--- src/rtl/address_encoder.sv ---
// Address encoder with round-robin arbitration.
// Eight level-sensitive request lines are collected into a pending register
// and turned into one registered 3-bit address. Grants use a valid/ready
// handshake. After each accepted grant there is a single dead cycle, and
// the round-robin pointer then moves just past the address that was taken.

module address_encoder #(
  parameter int NUM_REQ = 8,
  parameter int ADDR_W  = 3
) (
  input  logic               clk,
  input  logic               rst,
  input  logic               en,
  input  logic [NUM_REQ-1:0] reqIn,
  output logic [ADDR_W-1:0]  addOut,
  output logic               addValid,
  input  logic               addReady,
  output logic [NUM_REQ-1:0] pendOut
);

  typedef enum logic [1:0] {
    IDLE,
    GRANT,
    GAP
  } stateT;

  stateT               state;
  stateT               stateNext;
  logic [ADDR_W-1:0]   ptr;
  logic [ADDR_W-1:0]   ptrNext;
  logic [ADDR_W-1:0]   addOutNext;
  logic                addValidNext;
  logic [NUM_REQ-1:0]  pendNext;
  logic [NUM_REQ-1:0]  clearMask;
  logic [NUM_REQ-1:0]  candidate;
  logic                accept;
  logic [ADDR_W-1:0]   selIdx;
  logic                selFound;
  logic [ADDR_W-1:0]   probe;

  // A handshake completes only while a grant is being presented.
  // addReady on its own does nothing.
  assign accept = addValid & addReady;

  // Live requests are included in the candidate set. This lets a request
  // win in the same cycle it first appears.
  assign candidate = pendOut | reqIn;

  // On an accepted grant, clear that grant's pending bit.
  // A request arriving on the same bit in that cycle sets it again,
  // so the new request wins over the clear.
  always_comb begin
    clearMask = '0;
    if (accept) begin
      clearMask[addOut] = 1'b1;
    end
    pendNext = (pendOut & ~clearMask) | reqIn;
  end

  // Round-robin pick: the first candidate at or above ptr, wrapping to zero.
  always_comb begin
    selIdx   = ptr;
    selFound = 1'b0;
    probe    = '0;
    for (int k = 0; k < NUM_REQ; k++) begin
      probe = ptr + k[ADDR_W-1:0];
      if (!selFound && candidate[probe]) begin
        selIdx   = probe;
        selFound = 1'b1;
      end
    end
  end

  // Next-state and output logic.
  // GAP holds addValid low for exactly one cycle. On leaving GAP the block
  // makes the same decision as IDLE, so back-to-back requests can reach one
  // grant every two cycles.
  always_comb begin
    stateNext    = state;
    addOutNext   = addOut;
    addValidNext = addValid;
    ptrNext      = ptr;
    case (state)
      IDLE, GAP: begin
        if (en && selFound) begin
          addOutNext   = selIdx;
          addValidNext = 1'b1;
          stateNext    = GRANT;
        end else begin
          addValidNext = 1'b0;
          stateNext    = IDLE;
        end
      end
      GRANT: begin
        if (accept) begin
          ptrNext      = addOut + ADDR_W'(1);
          addValidNext = 1'b0;
          stateNext    = GAP;
        end
      end
      default: begin
        addValidNext = 1'b0;
        stateNext    = IDLE;
      end
    endcase
  end

  // State and datapath registers.
  // Reset takes priority over everything, including an accept in the same
  // cycle, and it drops any grant that is outstanding.
  always_ff @(posedge clk) begin
    if (rst) begin
      state    <= IDLE;
      ptr      <= '0;
      addOut   <= '0;
      addValid <= 1'b0;
      pendOut  <= '0;
    end else begin
      state    <= stateNext;
      ptr      <= ptrNext;
      addOut   <= addOutNext;
      addValid <= addValidNext;
      pendOut  <= pendNext;
    end
  end

endmodule

--- config.mk ---
export PLATFORM = sky130hd
export DESIGN_NAME = address_encoder
export DESIGN_NICKNAME = d
export VERILOG_FILES = /design/src/rtl/address_encoder.sv
export SDC_FILE = /design/constraint.sdc
export NUM_CORES = 1
export LEC_CHECK = 0
export CAP_MARGIN = 5
export CELL_PAD_IN_SITES_DETAIL_PLACEMENT = 2
export CELL_PAD_IN_SITES_GLOBAL_PLACEMENT = 2
export CORE_ASPECT_RATIO = 1.5
export CORE_MARGIN = 2
export CORE_UTILIZATION = 36
export CTS_BUF_LIST = sky130_fd_sc_hd__clkbuf_16
export CTS_CLUSTER_SIZE = 20
export DETAILED_ROUTE_END_ITERATION = 8
export PLACE_DENSITY_LB_ADDON = 0.3
export SLEW_MARGIN = 0
export SYNTH_ARGS = -nofsm -noshare
export SYNTH_HDL_FRONTEND = slang
export SYNTH_SLANG_ARGS = --single-unit
--- constraint.sdc ---
create_clock -name clk -period 6.32 [get_ports clk]
set_input_delay 1.264 -clock clk [delete_from_list [all_inputs] [get_ports clk]]
set_output_delay 1.264 -clock clk [all_outputs]
set_load 0.05 [all_outputs]
==> results of run 1 <==
## registers in the layout (all words and copies together) (netlist names)
signal and flops:
addValid 1, pendOut 8, addOut 3, ptr 3, state 1
## Yosys cell counts, drive strengths merged, types with 2 or more instances
cell     number  area, sq um
a2111o        2         22.5
a2111oi       5         50.0
a211oi        5         37.5
a21oi        20          100
a221o         2         20.0
a22o          2         17.5
a31o          3         35.0
and2          2         12.5
buf           7         57.6
clkbuf        3         11.3
clkinv        2         7.51
dfxtp        16          320
ha            3         37.5
inv          11         43.8
mux2i         8         91.3
mux4         10          225
nand2         9         33.8
nand2b        4         25.0
nand3         2         10.0
nand3b        3         22.5
nor2         28          105
nor3         12         60.1
nor4          4         37.5
nor4b         4         47.6
nor4bb        2         20.0
o211a         3         30.0
o21ai        10         50.1
o311ai        3         26.3
o31a          2         17.5
or3           4         25.0
or4           3         30.0
xnor2         3         33.8
xor2          2         43.8
## path summary, 6_finish.rpt
path                    startpoint                endpoint  depth (start not counted)
max            ptr[1]$_SDFFE_PP0P_  addOut[1]$_SDFFE_PP0P_                          8
min reg2reg  state[1]$_SDFFE_PP0P_   addValid$_SDFFE_PP0P_                          2
min          state[1]$_SDFFE_PP0P_   addValid$_SDFFE_PP0P_                          2
max reg2reg    ptr[1]$_SDFFE_PP0P_  addOut[1]$_SDFFE_PP0P_                          8
## per-layer routing
metal / track usage, % / routed length [um] / vias up
met4: 7.80 / 141 / 0
met1: 31.5 / 2680 / 919
met5: 0 / 0 / -
li1: - / - / 859
met3: 2.14 / 117 / 12
met2: 42.0 / 3400 / 36
## critical path: cells and delay by family (launching register included)
kind,cells,cell delay [ns]
simple gates,2,0.82
compound gates,2,0.53
buf+inv,2,0.79
mux,1,0.32
flops,1,0.70
fa+ha+maj,1,0.68
## power by group through the flow
stage | combinational [W] | sequential, W | clock, W
after detailed placement | 0.000162 | 0.000120 | 0
after global placement | 0.000160 | 0.000120 | 0
after floorplan | 0.0000950 | 0.000137 | 0
final | 0.000163 | 0.000119 | 0.000126
after CTS | 0.000164 | 0.000119 | 0.000129
after global routing | 0.000176 | 0.000120 | 0.000132
## cell families after synthesis
kind of cell | share of synthesized area, %
compound gates | 26.1
fa+ha+maj | 2.07
flops | 17.6
buf+inv | 6.61
xor+xnor | 4.27
simple gates | 25.3
mux | 18.0
## area by class of cell
class,instances,area share (%)
clock buffer,3,3.48
clock inverter,1,0.174
inverter,13,2.38
multi-input combinational,172,63.9
sequential,16,14.9
tap,66,3.83
timing repair buffer,25,11.4
## stage by stage
| stage | util, % | instance area [sq um] | hold WS (ns) |
|---|---|---|---|
| final | 44.4 | 2150 | 0.518 |
| after global routing | 44.4 | 2150 | 0.561 |
| after CTS | 44.4 | 2150 | 0.518 |
| after detailed placement | 42.8 | 2080 | 0.512 |
| after global placement | 42.8 | 2080 | 0.510 |
| after floorplan | - | 1820 | 0.489 |
==> impl_results.md, run 1 <==
- Count of input and output buffers: 23
- Sequential share of power: slightly below 30%
- CTS tree: built
- Die width: 62 um
- Postcts setup bufs: 0
- Routed WL: 6.34 mm
- DIE AREA: ~5600 sq um
- GR Util All Layers: 24.7%
- CP Data Required Time: 6.46 ns
- Crit path launch type: flop
- Fin. max-slew vios: 0
- Synth Register Bits: 16
- Fin crit share: between 60% and 70%
- PostCTS Resize Cnt: 0
- Critical-path cell list: clkinv_1, ha_1, clkinv_1, mux2i_2, or3_1, or3_1, o211a_1, a2111oi_2
- Fin cells: 296
- Hold-fix buffers, CTS: 0
- Layout cells sized above 1: ~15%
- # fillers: about 560
- Vias: about 1800
- Final min period: 3.96 ns
- Worst hold path class: flop to flop
- Core region area: 4850 sq um
- Clk pwr share: approximately 31%
- Largest net degree at the start of global routing: 37
- Initial antenna violation count: 0
- Status: complete, no violations
- Int Pwr: 0.000255 W
- Commonest non-fill, non-tap cells in the layout: 28 x nor2_1, 23 x clkdlybuf4s50_1, 20 x a21oi_1, 16 x dfxtp_1, 12 x nor3_1
- Final setup margin: around 2.4 ns
- Ys flop type: dfxtp_1
- H-tree depth: 1
- Sequential area share after synthesis: 17.6%
- Comb pwr share: 40.0%
- GR Overflow Total: 0
- Crit-path slowest cell: dfxtp_1
- Most common cell after layout, fill and taps aside: nor2_1
- Clock buffer depth: 2
- PwrDens: between 150 and 200 nW/um^2
- P_sw: roughly 0.00015 W
- Number of clock sinks: 16
- RSZ-0062 raised after global routing: false
- Die span in y: 91.0 um
- Clk root buf: clkbuf_16
- Mapped Nets: 226
- Vias in the first global route: 1952
- Critical Path Fanout Max: 16
- Worst rel slew slack: 48.7%
- Syn avg cell area: about 8.6 sq um
- Max cap viols: 0
- Worst-Margin Slew: 0.767 ns
- Dpl hpwl: approximately 5 mm
- FF+latch area: 320 sq um
- First-pass GRT wire length: ~10 mm
- Worst EP arrival: roughly 4.1 ns
- Place WS: 2.21 ns
- Ys Warns: 0
- DR iter-0 viols: 74
- I/O pins: 24
- Num rows: 31
- Nets: 246
- Post-Route Setup TNS: 0 ns
- Total power draw: 0.000408 W
- R2r setup slk: 2.36 ns
- Hold Fails Final Rpt: 0
- Reg clk slew, reported paths: 0.05 ns
- Wire per inst: between 20 and 25 um
- Initial Util: between 30% and 40%
- Fmax: 0.253 GHz
- Post-Place Cells: 292
- # diodes: 0
- Worst Clk Skew: 0.00101 ns
- DRC Markers: 0
- Critical Path End Type: flop
- Post-route ant nets: 0
- Placer Congestion: 0.873
- Area Overhead vs Synth: 18.6%
- Post-synthesis cell count: 211
- Clock buffer count from CTS: 3
- Multi-input gate area: 1380 sq um
- Number of distinct library cells after synthesis: 57
- Slowest stage delay, CP: 0.70 ns
- Synth Cell Area: 1820 sq um
- Clock Latency Late Sink: 0.25 ns
- Post-synth ARST share: 0%
- Vias/cell: 6.17
- First drt pass iteration count: 5
- Crit Path Category: flop to flop
- Post-synth EDFFs: 0
- VDD IR max: about 0.16 mV
- Endpoints failing setup: 0
- Switch share: 37.4%
- Leak Pwr: 0.749 nW
Power figures use the tool's default switching activity.
==> inputs of run 2 (changes only) <==
--- a/config.mk
+++ b/config.mk
@@ -10,7 +10,7 @@
 export CELL_PAD_IN_SITES_GLOBAL_PLACEMENT = 2
 export CORE_ASPECT_RATIO = 1.5
 export CORE_MARGIN = 2
-export CORE_UTILIZATION = 36
+export CORE_UTILIZATION = 34
 export CTS_BUF_LIST = sky130_fd_sc_hd__clkbuf_16
 export CTS_CLUSTER_SIZE = 20
 export DETAILED_ROUTE_END_ITERATION = 8
==> constraint.sdc (replaced) <==
create_clock -name clk -period 3.9 [get_ports clk]
set_input_delay 0.78 -clock clk [delete_from_list [all_inputs] [get_ports clk]]
set_output_delay 0.78 -clock clk [all_outputs]
set_load 0.05 [all_outputs]
==> impl_results.md, run 2 (same netlist as run 1, synthesis figures left out) <==
- GR Util All Layers: 22.3% (-2.4 points)
- Post-Route Setup TNS: 0 ns (unchanged)
- I/O pins: 24 (unchanged)
- Fin cells: 301 (+1.7%)
- Critical-path cell list: clkdlybuf4s50_1, nor2_1, mux4_2, mux2i_1, or3_1, or3_1, o211a_1, a2111oi_2
- Post-route ant nets: 0 (unchanged)
- Fmax: 0.298 GHz
- Layout cells sized above 1: 16.3% (+1.1 points)
- Multi-input gate area: 1380 sq um (unchanged)
- Max FFs per register: 8 (unchanged)
- Initial antenna violation count: 0 (unchanged)
- Hold-fix buffers, CTS: 0 (unchanged)
- Wire per inst: 20.9 um (-2.4%)
- Vias in the first global route: 1944 (-0.41%)
- # fillers: 573 (+2.5%)
- DRC Markers: 0 (unchanged)
- PwrDens: 299 nW/um^2 (+58%)
- Int Pwr: 0.000415 W (+62%)
- Vias/cell: 6.09 (-1.2%)
- Sequential share of power: 29.5% (+0.4 points)
- Critical Path Fanout Max: 7 (-9)
- FF+latch area: 320 sq um (unchanged)
- Worst rel slew slack: 48.2% (-0.53 points)
- Number of clock sinks: 16 (unchanged)
- CP Data Required Time: 4.03 ns (-2.43 ns)
- CTS tree: built
- VDD IR max: 0.262 mV (+62%)
- First drt pass iteration count: 4 (-1)
- Status: complete, no violations
- H-tree depth: 1 (unchanged)
- Final core utilization: 42.2% (-2.2 points)
- Worst-Margin Slew: 0.770 ns (+0.00332 ns)
- Post-Place Cells: 297 (+1.7%)
- P_sw: 0.000237 W (+55%)
- Most common cell after layout, fill and taps aside: nor2_1
- Crit path launch type: input port
- Count of input and output buffers: 23 (unchanged)
- Fin. max-slew vios: 0 (unchanged)
- Initial Util: 35.2% (-2.3 points)
- # diodes: 0 (unchanged)
- R2r setup slk: 0.72 ns (-1.64 ns)
- Endpoints failing setup: 0 (unchanged)
- Num rows: 32 (+3.2%)
- Routed WL: 6.29 mm (-0.71%)
- DR iter-0 viols: 58 (-22%)
- Fin crit share: 86.0%
- Fin Hold WS: 0.531 ns (+0.0129 ns)
- Clock buffer count from CTS: 3 (unchanged)
- Switch share: 36.4% (-1.0 points)
- CP most frequent cell: or3_1
- Max cap viols: 0 (unchanged)
- Hold Fails Final Rpt: 0 (unchanged)
- Leak Pwr: 0.764 nW (+2.0%)
- Worst Clk Skew: 0.00460 ns (+0.00359 ns)
- PostCTS Resize Cnt: 0 (unchanged)
- Crit Path Category: input port to flop
- First-pass GRT wire length: 10.3 mm (-1.7%)
- DIE AREA: 5960 sq um (+5.6%)
- Worst hold path class: flop to flop
- Worst EP arrival: 3.49 ns (-0.61 ns)
- Nets: 249 (+1.2%)
- Dpl hpwl: 5.10 mm (+1.9%)
- RSZ-0062 raised after global routing: false
- Die span in y: 93.5 um (+2.8%)
- Postcts setup bufs: 0 (unchanged)
- Crit-path slowest cell: clkdlybuf4s50_1
- Slowest stage delay, CP: 0.47 ns (-0.23 ns)
- Commonest non-fill, non-tap cells in the layout: 28 x nor2_1, 23 x clkdlybuf4s50_1, 20 x a21oi_1, 16 x dfxtp_1, 12 x nor3_1
- Placer Congestion: 0.905 (+3.7%)
- Core region area: 5160 sq um (+6.5%)
- Critical Path End Type: flop
- Area Overhead vs Synth: 20.0%
- Largest register by flop count: pendOut
- Clock buffer depth: 2 (unchanged)
- Vias: 1834 (+0.44%)
- GR Overflow Total: 0 (unchanged)
- Die width: 63.7 um (+2.7%)
- Top flop regs: pendOut: 8 flops, addOut: 3 flops, ptr: 3 flops
- Final min period: 3.35 ns
- Clk root buf: clkbuf_16
- Clock Latency Late Sink: 0.24 ns (about the same)
- Comb pwr share: 40.4% (+0.4 points)
- Clk pwr share: 30.1% (-0.9 points)
- Reg clk slew, reported paths: 0.05 ns (about the same)
- Largest net degree at the start of global routing: 35 (-5.4%)
run 2: changes by cell type in the layout (fill, tap and decap cells not counted):
cell and delta:
buf_4 +3
run 2: final cells by class:
class	count	area share, %
well taps	68	3.90
inverters	13	2.35
flip-flops and latches	16	14.7
multi-input cells	172	63.1
repair buffers	28	12.3
clock buffers	3	3.44
clock inverters	1	0.172
run 2: final timing paths:
path                                 end                   from  depth (start not counted)
hold / removal     addValid$_SDFFE_PP0P_  state[1]$_SDFFE_PP0P_                          2
setup reg to reg  addOut[1]$_SDFFE_PP0P_    ptr[2]$_SDFFE_PP0P_                          8
setup / recovery  addOut[1]$_SDFFE_PP0P_               reqIn[5]                          8
hold reg to reg    addValid$_SDFFE_PP0P_  state[1]$_SDFFE_PP0P_                          2
run 2: worst max-delay path, delay by kind of cell:
kind / cells / cell delay [ns]
buffers and inverters: 1 / 0.47
AO/OA/AOI/OAI: 2 / 0.57
AND/OR/NAND/NOR: 3 / 1.12
multiplexers: 2 / 0.55
run 2: metal layers:
layer	track usage, %	part of all wire (%)
met4	11.2	4.9
met1	25.2	41
met2	41.2	52
met5	0	0
met3	1.93	1.9
run 2: stage by stage:
step | setup WS (ns) | cell area [sq um] | total power [W]
2_1_floorplan | 1.14 | 1820 | 0.000376
3_3_place_gp | 0.377 | 2100 | 0.000454
3_5_place_dp | 0.323 | 2100 | 0.000457
4_1_cts | 0.558 | 2180 | 0.000658
5_1_grt | 0.327 | 2180 | 0.000690
6_report | 0.546 | 2180 | 0.000652
run 2: power by group through the flow:
stage          logic (W)  registers, W  clock network (W)
2_1_floorplan   0.000154      0.000222                  0
3_3_place_gp    0.000259      0.000195                  0
3_5_place_dp    0.000261      0.000196                  0
4_1_cts         0.000263      0.000193           0.000202
5_1_grt         0.000285      0.000194           0.000211
6_report        0.000263      0.000192           0.000196
